--- src/rtl/td4_sequencer_pkg.sv ---
// Shared definitions for the TD4 sequencer: widths, opcodes, FSM encoding
// and the result-source select codes.
package td4_sequencer_pkg;

  localparam int PC_W_DEF   = 4;
  localparam int DATA_W_DEF = 4;

  localparam logic [3:0] OP_ADD_A  = 4'b0000;
  localparam logic [3:0] OP_MOV_AB = 4'b0001;
  localparam logic [3:0] OP_IN_A   = 4'b0010;
  localparam logic [3:0] OP_MOV_AI = 4'b0011;
  localparam logic [3:0] OP_MOV_BA = 4'b0100;
  localparam logic [3:0] OP_ADD_B  = 4'b0101;
  localparam logic [3:0] OP_IN_B   = 4'b0110;
  localparam logic [3:0] OP_MOV_BI = 4'b0111;
  localparam logic [3:0] OP_OUT_B  = 4'b1001;
  localparam logic [3:0] OP_OUT_I  = 4'b1011;
  localparam logic [3:0] OP_JNC    = 4'b1110;
  localparam logic [3:0] OP_JMP    = 4'b1111;

  localparam logic [0:0] ST_FETCH = 1'b0;
  localparam logic [0:0] ST_EXEC  = 1'b1;

  typedef enum logic [1:0] {
    SEL_A    = 2'd0,
    SEL_B    = 2'd1,
    SEL_IN   = 2'd2,
    SEL_ZERO = 2'd3
  } sel_e;

endpackage

--- src/rtl/td4_sequencer_decode.sv ---
// Opcode decoder: picks the adder source, the single load strobe (active-high
// here) and whether the PC takes the result.
module td4_decode
  import td4_sequencer_pkg::*;
(
  input  logic [3:0] op,
  input  logic       carry,
  output sel_e       sel,
  output logic       load_a,
  output logic       load_b,
  output logic       load_out,
  output logic       jump,
  output logic       is_nop
);

  always_comb begin
    sel      = SEL_ZERO;
    load_a   = 1'b0;
    load_b   = 1'b0;
    load_out = 1'b0;
    jump     = 1'b0;
    is_nop   = 1'b0;
    case (op)
      OP_ADD_A:  begin sel = SEL_A;    load_a   = 1'b1; end
      OP_MOV_AB: begin sel = SEL_B;    load_a   = 1'b1; end
      OP_IN_A:   begin sel = SEL_IN;   load_a   = 1'b1; end
      OP_MOV_AI: begin sel = SEL_ZERO; load_a   = 1'b1; end
      OP_MOV_BA: begin sel = SEL_A;    load_b   = 1'b1; end
      OP_ADD_B:  begin sel = SEL_B;    load_b   = 1'b1; end
      OP_IN_B:   begin sel = SEL_IN;   load_b   = 1'b1; end
      OP_MOV_BI: begin sel = SEL_ZERO; load_b   = 1'b1; end
      OP_OUT_B:  begin sel = SEL_B;    load_out = 1'b1; end
      OP_OUT_I:  begin sel = SEL_ZERO; load_out = 1'b1; end
      // JNC looks at the flag left by the previous instruction
      OP_JNC:    begin sel = SEL_ZERO; jump     = ~carry; end
      OP_JMP:    begin sel = SEL_ZERO; jump     = 1'b1; end
      default:   is_nop = 1'b1;
    endcase
  end

endmodule

--- src/rtl/td4_sequencer.sv ---
// TD4 control unit: two-phase FETCH/EXEC sequencer owning PC, IR and carry,
// driving the shared result bus and the active-low register load strobes.
module td4_sequencer
  import td4_sequencer_pkg::*;
#(
  parameter int PC_W   = PC_W_DEF,
  parameter int DATA_W = DATA_W_DEF
) (
  input  logic              CLK,
  input  logic              CLR,
  output logic [PC_W-1:0]   ROM_ADDR,
  input  logic [7:0]        INSTR,
  input  logic [DATA_W-1:0] A_Q,
  input  logic [DATA_W-1:0] B_Q,
  input  logic [DATA_W-1:0] IN_PORT,
  output logic [DATA_W-1:0] DATA_OUT,
  output logic              LOAD_A_N,
  output logic              LOAD_B_N,
  output logic              LOAD_OUT_N,
  output logic              CARRY,
  output logic              EXEC
);

  logic [0:0]        state;
  logic [PC_W-1:0]   pc;
  logic [7:0]        ir;
  logic              carry;

  sel_e              sel;
  logic              ld_a, ld_b, ld_out, jump, is_nop;
  logic [DATA_W-1:0] src, im;
  logic [DATA_W:0]   sum;
  logic [PC_W-1:0]   pc_next;
  logic              exec;

  td4_decode u_dec (
    .op       (ir[7:4]),
    .carry    (carry),
    .sel      (sel),
    .load_a   (ld_a),
    .load_b   (ld_b),
    .load_out (ld_out),
    .jump     (jump),
    .is_nop   (is_nop)
  );

  assign exec = (state == ST_EXEC);
  assign im   = DATA_W'(ir[3:0]);

  always_comb begin
    src = '0;
    case (sel)
      SEL_A:   src = A_Q;
      SEL_B:   src = B_Q;
      SEL_IN:  src = IN_PORT;
      default: src = '0;
    endcase
  end

  assign sum     = {1'b0, src} + {1'b0, im};
  assign pc_next = jump ? PC_W'(sum[DATA_W-1:0]) : pc + PC_W'(1);

  // State reset is async, so strobes fall back to 1 the moment CLR drops
  always_ff @(posedge CLK or negedge CLR) begin
    if (!CLR) begin
      state <= ST_FETCH;
      pc    <= '0;
      ir    <= '0;
      carry <= 1'b0;
    end else if (state == ST_FETCH) begin
      ir    <= INSTR;
      state <= ST_EXEC;
    end else begin
      state <= ST_FETCH;
      pc    <= pc_next;
      carry <= is_nop ? 1'b0 : sum[DATA_W];
    end
  end

  assign ROM_ADDR   = pc;
  assign DATA_OUT   = exec ? sum[DATA_W-1:0] : '0;
  assign LOAD_A_N   = ~(exec & ld_a);
  assign LOAD_B_N   = ~(exec & ld_b);
  assign LOAD_OUT_N = ~(exec & ld_out);
  assign CARRY      = carry;
  assign EXEC       = exec;

endmodule

--- config.mk ---
export PLATFORM = sky130hd
export DESIGN_NAME = td4_sequencer
export DESIGN_NICKNAME = d
export VERILOG_FILES = /design/src/rtl/td4_sequencer_pkg.sv /design/src/rtl/td4_sequencer_decode.sv /design/src/rtl/td4_sequencer.sv
export SDC_FILE = /design/constraint.sdc
export NUM_CORES = 1
export LEC_CHECK = 0
export CAP_MARGIN = 40
export CORE_MARGIN = 2
export CORE_UTILIZATION = 40
export CTS_BUF_LIST = sky130_fd_sc_hd__clkbuf_4 sky130_fd_sc_hd__clkbuf_8 sky130_fd_sc_hd__clkbuf_16
export CTS_CLUSTER_SIZE = 14
export DETAILED_ROUTE_END_ITERATION = 16
export PLACE_DENSITY = 0.72
export SYNTH_ARGS = -nofsm -noshare
export SYNTH_HDL_FRONTEND = slang
export SYNTH_SLANG_ARGS = --single-unit
--- constraint.sdc ---
create_clock -name CLK -period 2.9 [get_ports CLK]
set_clock_uncertainty 0.2 [all_clocks]
set_input_delay 0.58 -clock CLK [delete_from_list [all_inputs] [get_ports CLK]]
set_output_delay 0.58 -clock CLK [all_outputs]
set_load 0.005 [all_outputs]
==> results of run 1 <==
[report_power, final]
group          internal [µW]  total, µW  switching (µW)
clock                   48.0        108            59.8
combinational            173        268            95.1
sequential               226        256            30.1
[state kept, by name, indices dropped and copies added, names as in the netlist]
name	flops
ir	8
CARRY	1
ROM_ADDR	4
EXEC	1
[critical path, cell delays in order (launching register included)]
cell      delay [ps]
dfrtp_1          400
inv_2             60
a211oi_2         210
buf_4            170
nand2_1           60
o21ai_1           80
ha_1             240
a21o_1           180
a21oi_2          130
xnor2_1          170
and2_1           170
buf_2            110
[area by class of cell]
| type | count | area share (%) |
|---|---|---|
| Inverter | 7 | 1.95 |
| Sequential cell | 14 | 23.7 |
| Timing Repair Buffer | 56 | 33.3 |
| Multi-Input combinational cell | 63 | 37.2 |
| Clock buffer | 3 | 1.52 |
| Tap cell | 28 | 2.37 |
[routing by layer]
layer  GRT usage (%)  up-vias  wire, µm
met4            8.33        0        27
met5               0        -         0
li1                -      426         -
met1            24.2      401      1010
met3            2.30        2       141
met2            32.1       26      1120
[per-stage QoR]
step | setup slack [ps] | power [µW] | std cells | util [%]
2_1_floorplan | 224 | 365 | 87 | -
3_3_place_gp | -607 | 507 | 160 | 62.5
3_5_place_dp | -699 | 515 | 160 | 62.5
4_1_cts | -132 | 633 | 169 | 65.8
5_1_grt | -265 | 679 | 171 | 67.4
6_report | -121 | 632 | 171 | 67.4
[Yosys cell counts (2+ instances only)]
| master | number | area share (%) |
|---|---|---|
| xnor2_1 | 2 | 1.9 |
| ha_1 | 5 | 6.8 |
| mux2i_1 | 7 | 7.6 |
| a21oi_1 | 3 | 1.6 |
| dfrtp_1 | 14 | 38 |
| nand2_1 | 8 | 3.3 |
| buf_6 | 3 | 3.7 |
| nor2_1 | 2 | 0.81 |
| mux2_2 | 8 | 9.8 |
| and2_1 | 3 | 2.0 |
| inv_1 | 6 | 2.4 |
| o21ai_0 | 6 | 3.3 |
| a21o_1 | 2 | 1.6 |
[how the worst max path moves through the flow]
stage                     startpoint          end  slack [ps]  cells past startpoint
final                          ir[4]  DATA_OUT[3]        -120                     11
after global routing           ir[4]  DATA_OUT[3]        -260                     11
after CTS                      ir[7]  DATA_OUT[2]        -130                     10
after detailed placement  IN_PORT[0]  DATA_OUT[2]        -700                      9
after global placement    IN_PORT[0]  DATA_OUT[2]        -610                      9
after floorplan                ir[7]  DATA_OUT[2]         220                      8
[cell usage in the layout (no fill, tap or decap), drive strengths merged, types with 5 or more instances in the layout]
cell            n
mux2i           7
buf            25
mux2            8
nand2           8
o21ai           6
dfrtp          14
inv             7
ha              5
clkdlybuf4s50  26
[repair_timing]
action,4_1_cts,5_1_grt
pin swaps,13,3
buffers inserted,6,2
gates cloned,0,0
hold buffers,0,0
setup endpoints to repair,4,4
resized for setup,25,6
[cell families (layout without fill, tap and decap cells)]
logic type                 Yosys count  in the layout  share of synthesized area (%)
adders and majority gates            6              6                           8.96
muxes                               15             15                           17.4
DFF                                 14             14                           38.0
xor gates and xnor gates             2              2                           1.90
buffers and inverters               10             66                           6.78
and+or+nand+nor                     22             22                           13.2
AOI/OAI and AO/OA                   18             18                           13.8
==> results.sh, run 1 <==
export IMPL_fin_area_mm2=0.00148
export IMPL_synth_distinct_cells=31
export IMPL_setup_viol=3
export IMPL_syn_num_nets=115
export IMPL_totalWireLength_mm=2.30
export IMPL_r2r_setup_slack_ps=370
export IMPL_slew_limit_headroom_pct=55.9
export IMPL_rsz0062_at_grt="yes"
export IMPL_antenna_found_initial=0
export IMPL_root_buffer="clkbuf_4"
export IMPL_synth_area_um2=922
export IMPL_die_h_um=52.0
export IMPL_fin_crit_sh_pct=104
export IMPL_yosysSeqAreaShare_pct=38.0
export IMPL_area_growth_pct=60.2
export IMPL_rr_endpoint="ROM_ADDR[3]"
export IMPL_slew_violations=0
export IMPL_setup_tns_ps=-268
export IMPL_grt_pass1_wl_mm=3.76
export IMPL_antenna_left=0
export IMPL_dr_pass1_iters=4
export IMPL_portBuffers=34
export IMPL_fin_ws_ps=-121
export IMPL_fmax_mhz=331
export IMPL_ios=35
export IMPL_cts_sinks=14
export IMPL_clock_path_buffers=2
export IMPL_end_kind="output pin"
export IMPL_hold_path_class="flop to flop"
export IMPL_outcome="complete, but fails checks"
export IMPL_p_leak_uw=0.000681
export IMPL_place_gp_congestion=0.748
export IMPL_clk_pin_slew_ps=80
export IMPL_wl_per_cell_um=13.5
export IMPL_grt_pass1_vias=851
export IMPL_fillers=181
export IMPL_whs_ps=301
export IMPL_cp_arrival_ps=2240
export IMPL_path_class="flop to output pin"
export IMPL_critPathRequiredTime_ps=2120
export IMPL_rows=17
export IMPL_min_period_ps=3020
export IMPL_grt_start_max_net_pins=20
export IMPL_numCtsBuffers=3
export IMPL_antenna_cells=0
export IMPL_regArea_um2=350
export IMPL_drive_gt1_share_pct=37.1
export IMPL_start_util_pct=42.1
export IMPL_hpwl_mm=1.71
export IMPL_min_path_cells=1
export IMPL_finalNetCount=173
export IMPL_timing_rr_start="ir[4]"
export IMPL_postSynthAreaPerCell_um2=10.6
export IMPL_ir_worst_vdd_mv=0.358
export IMPL_violations="negative setup slack"
export IMPL_die_area_mm2=0.00271
export IMPL_clk_latency_ps=270
export IMPL_synthArstFlopShare_pct=100
export IMPL_synth_edf_count=0
export IMPL_drv_cap=0
export IMPL_hold_violations=0
export IMPL_ys_ff_latch=14
export IMPL_syn_inst=87
export IMPL_worst_pin_slew_ps=659
export IMPL_start_kind="flop"
export IMPL_yosys_warnings=0
export IMPL_holdCritStartpoint="EXEC"
export IMPL_cp_max_fo=4
export IMPL_multiInputGateArea_um2=549
export IMPL_htree_num_levels=1
export IMPL_synth_ff_type="dfrtp_1"
export IMPL_first_iter_violations=7
export IMPL_routed_via_density=5.00
export IMPL_overflow=0
export IMPL_power_density_mw_per_mm2=428
export IMPL_whs_endpoint="EXEC"
export IMPL_num_vias=855
export IMPL_place_area_mm2=0.00137
export IMPL_reg2reg_depth=12
export IMPL_fp_coreArea_mm2=0.00219
export IMPL_drc=0
export IMPL_cts_tree="yes"
export IMPL_grt_util_all_layers_pct=19.0
export IMPL_die_x_um=52.0
(Power assumes the default switching activity.)
==> inputs of run 2 (changes only) <==
Settings changed: CTS_CLUSTER_SIZE 14 to not set, SYNTH_HIERARCHICAL set to 1.
==> run 2 against run 1 <==
The run still ends with negative setup slack left. Final area increased by 3.7%. First-iteration DRC count decreased by 14%. Utilization increased by 2.5 points. Global-route usage rose by 0.48 points. Fmax is 6.5% lower. Sequential power hardly changed. Non-clock buffer count grew 1. Setup slack worse by 210 ps. Final cell count is 4.1% higher. Synthesized cell count up 8.0%. Synthesized area down 0.54%. Critical path type unchanged. Largest cell class unchanged. Largest power group unchanged. Highest routed layer unchanged.
==> results.sh, run 2 <==
export IMPL_switching_share_pct=30.2
export IMPL_yosys_top_cells_area="dfrtp_1 (38%), mux2_2 (11%), ha_1 (6.8%)"
export IMPL_first_iter_violations=6
export IMPL_drc=0
export IMPL_yosys_area_top_type_share_pct=38.2
export IMPL_cp_arrival_ps=2450
export IMPL_fmax_mhz=309
export IMPL_power_density_mw_per_mm2=431
export IMPL_yosys_warnings=6
export IMPL_cts_tree="yes"
export IMPL_synth_distinct_cells=28
export IMPL_finalNetCount=180
export IMPL_critPathRequiredTime_ps=2120
export IMPL_die_x_um=51.9
export IMPL_ios=35
export IMPL_p_leak_uw=0.000726
export IMPL_holdBufCountCts=0
export IMPL_hold_violations=0
export IMPL_timing_rr_start="ir[6]"
export IMPL_synth_ff_type="dfrtp_1"
export IMPL_place_area_mm2=0.00139
export IMPL_antenna_found_initial=0
export IMPL_fin_total_pwr_uw=661
export IMPL_fp_coreArea_mm2=0.00219
export IMPL_place_gp_congestion=0.795
export IMPL_grt_pass1_vias=866
export IMPL_critPathLaunch="ir[6]"
export IMPL_clk_pin_slew_ps=70
export IMPL_antenna_left=0
export IMPL_rows=17
export IMPL_overflow=0
export IMPL_whs_ps=331
export IMPL_holdCritStartpoint="ir[3]"
export IMPL_num_vias=873
export IMPL_synthArstFlopShare_pct=100
export IMPL_largest_register="ir"
export IMPL_worst_pin_slew_ps=648
export IMPL_setup_tns_ps=-704
export IMPL_path_class="flop to output pin"
export IMPL_postSynthAreaPerCell_um2=9.76
export IMPL_ir_worst_vdd_mv=0.357
export IMPL_clock_path_buffers=2
export IMPL_clk_latency_ps=280
export IMPL_rsz0062_at_grt="yes"
export IMPL_dp_slack_ps=-682
export IMPL_area_growth_pct=67.1
export IMPL_fin_area_mm2=0.00153
export IMPL_synth_edf_count=0
export IMPL_power_internal_uw=462
export IMPL_syn_inst=94
export IMPL_slew_violations=0
export IMPL_portBuffers=34
export IMPL_hpwl_mm=1.68
export IMPL_grt_util_all_layers_pct=19.5
export IMPL_drive_gt1_share_pct=36.7
export IMPL_post_synth_top_area_cell="dfrtp_1"
export IMPL_grt_start_max_net_pins=15
export IMPL_fin_crit_sh_pct=111
export IMPL_numCtsBuffers=3
export IMPL_drv_cap=0
export IMPL_synth_most_common_cell="dfrtp_1"
export IMPL_cp_max_fo=3
export IMPL_die_area_mm2=0.00269
export IMPL_start_kind="flop"
export IMPL_root_buffer="clkbuf_4"
export IMPL_hold_path_class="flop to flop"
export IMPL_yosysSeqAreaShare_pct=38.2
export IMPL_fin_ws_ps=-332
export IMPL_pwr_share_seq_pct=39.0
export IMPL_grt_pass1_wl_mm=3.80
export IMPL_dr_pass1_iters=4
export IMPL_syn_num_nets=122
export IMPL_slew_limit_headroom_pct=56.7
export IMPL_routed_via_density=4.90
export IMPL_p_sw_uw=199
export IMPL_totalWireLength_mm=2.45
export IMPL_violations="negative setup slack"
export IMPL_die_h_um=51.9
export IMPL_ys_ff_latch=14
export IMPL_end_kind="output pin"
export IMPL_wl_per_cell_um=13.8
export IMPL_setup_viol=3
export IMPL_antenna_cells=0
export IMPL_htree_num_levels=1
export IMPL_synth_area_um2=917
export IMPL_start_util_pct=41.9
export IMPL_mostFrequentLayoutCells="clkdlybuf4s50_1 (30), buf_4 (20), dfrtp_1 (14)"
export IMPL_clkPwrFrac_pct=16.9
export IMPL_layout_commonest_cell="clkdlybuf4s50_1"
export IMPL_cts_sinks=14
export IMPL_p_comb_share_pct=44.2
export IMPL_largest_register_ffs=8
export IMPL_outcome="complete, but fails checks"
export IMPL_synthTopCellsByCount="dfrtp_1 (14), nand2_1 (10), mux2_2 (9)"
export IMPL_min_period_ps=3230
run 2: cell count changes after synthesis, sizes merged, moves of 2 or more:
| cell | delta |
|---|---|
| clkbuf | +3 |
| nor2 | +4 |
| and2 | -2 |
| or3 | -2 |
| buf | -2 |
| nand2 | +2 |
run 2: cell type report:
class,instances,area [µm²]
inverters,8,32.5
well taps,28,35.0
clock buffers,3,22.5
repair buffers,57,508
flip-flops and latches,14,350
fillers,171,658
multi-input cells,68,584
run 2: logic make-up after synthesis:
kind of cell | Yosys count | synth area share, %
AOI/OAI and AO/OA | 15 | 9.69
xor gates and xnor gates | 2 | 1.91
DFF | 14 | 38.2
muxes | 15 | 17.6
adders and majority gates | 6 | 9.00
and+or+nand+nor | 30 | 17.6
buffers and inverters | 12 | 6.00
run 2: worst paths after layout:
check	endpoint	slack (ps)	cells past startpoint
max reg2reg	ROM_ADDR[3]	160	14
min reg2reg	ir[3]	330	1
max in group asynchronous	ir[0]	1580	1
min in group asynchronous	ROM_ADDR[2]	480	1
min	ir[3]	330	1
max	DATA_OUT[3]	-330	12
run 2: worst max-delay path, cell delays in order (launching register included):
cell and delay, ps:
dfrtp_1 380, nand2b_4 140, a21o_1 220, nor2b_4 150, buf_6 120, a21oi_4 150, inv_2 60, ha_4 200
a21o_1 180, a21oi_2 170, xnor2_2 130, and2_1 150, buf_2 110
run 2: power groups by stage:
stage | Combinational (µW) | Sequential [µW] | Clock [µW]
global placement | 250 | 258 | 0
floorplan | 110 | 257 | 0
finish | 292 | 258 | 111
global route | 321 | 262 | 125
CTS | 275 | 257 | 116
detailed placement | 260 | 261 | 0
run 2: metal layers:
layer | vias to the layer above | global-route usage [%] | routed length [µm]
met5 | - | 0 | 0
met3 | 2 | 5.46 | 130
met2 | 25 | 34.6 | 1310
met1 | 417 | 22.0 | 986
met4 | 0 | 7.02 | 22
li1 | 429 | - | -
run 2: metrics by stage:
stage / utilization (%) / instances
floorplan: - / 94
global placement: 63.2 / 166
detailed placement: 63.2 / 166
CTS: 67.9 / 175
global route: 70.0 / 178
finish: 70.0 / 178
run 2: what timing repair did:
item,4_1_cts,5_1_grt
pin swaps,11,7
endpoints found under the setup margin,4,3
gates cloned,0,0
gates resized for setup,25,5
buffers inserted,6,3
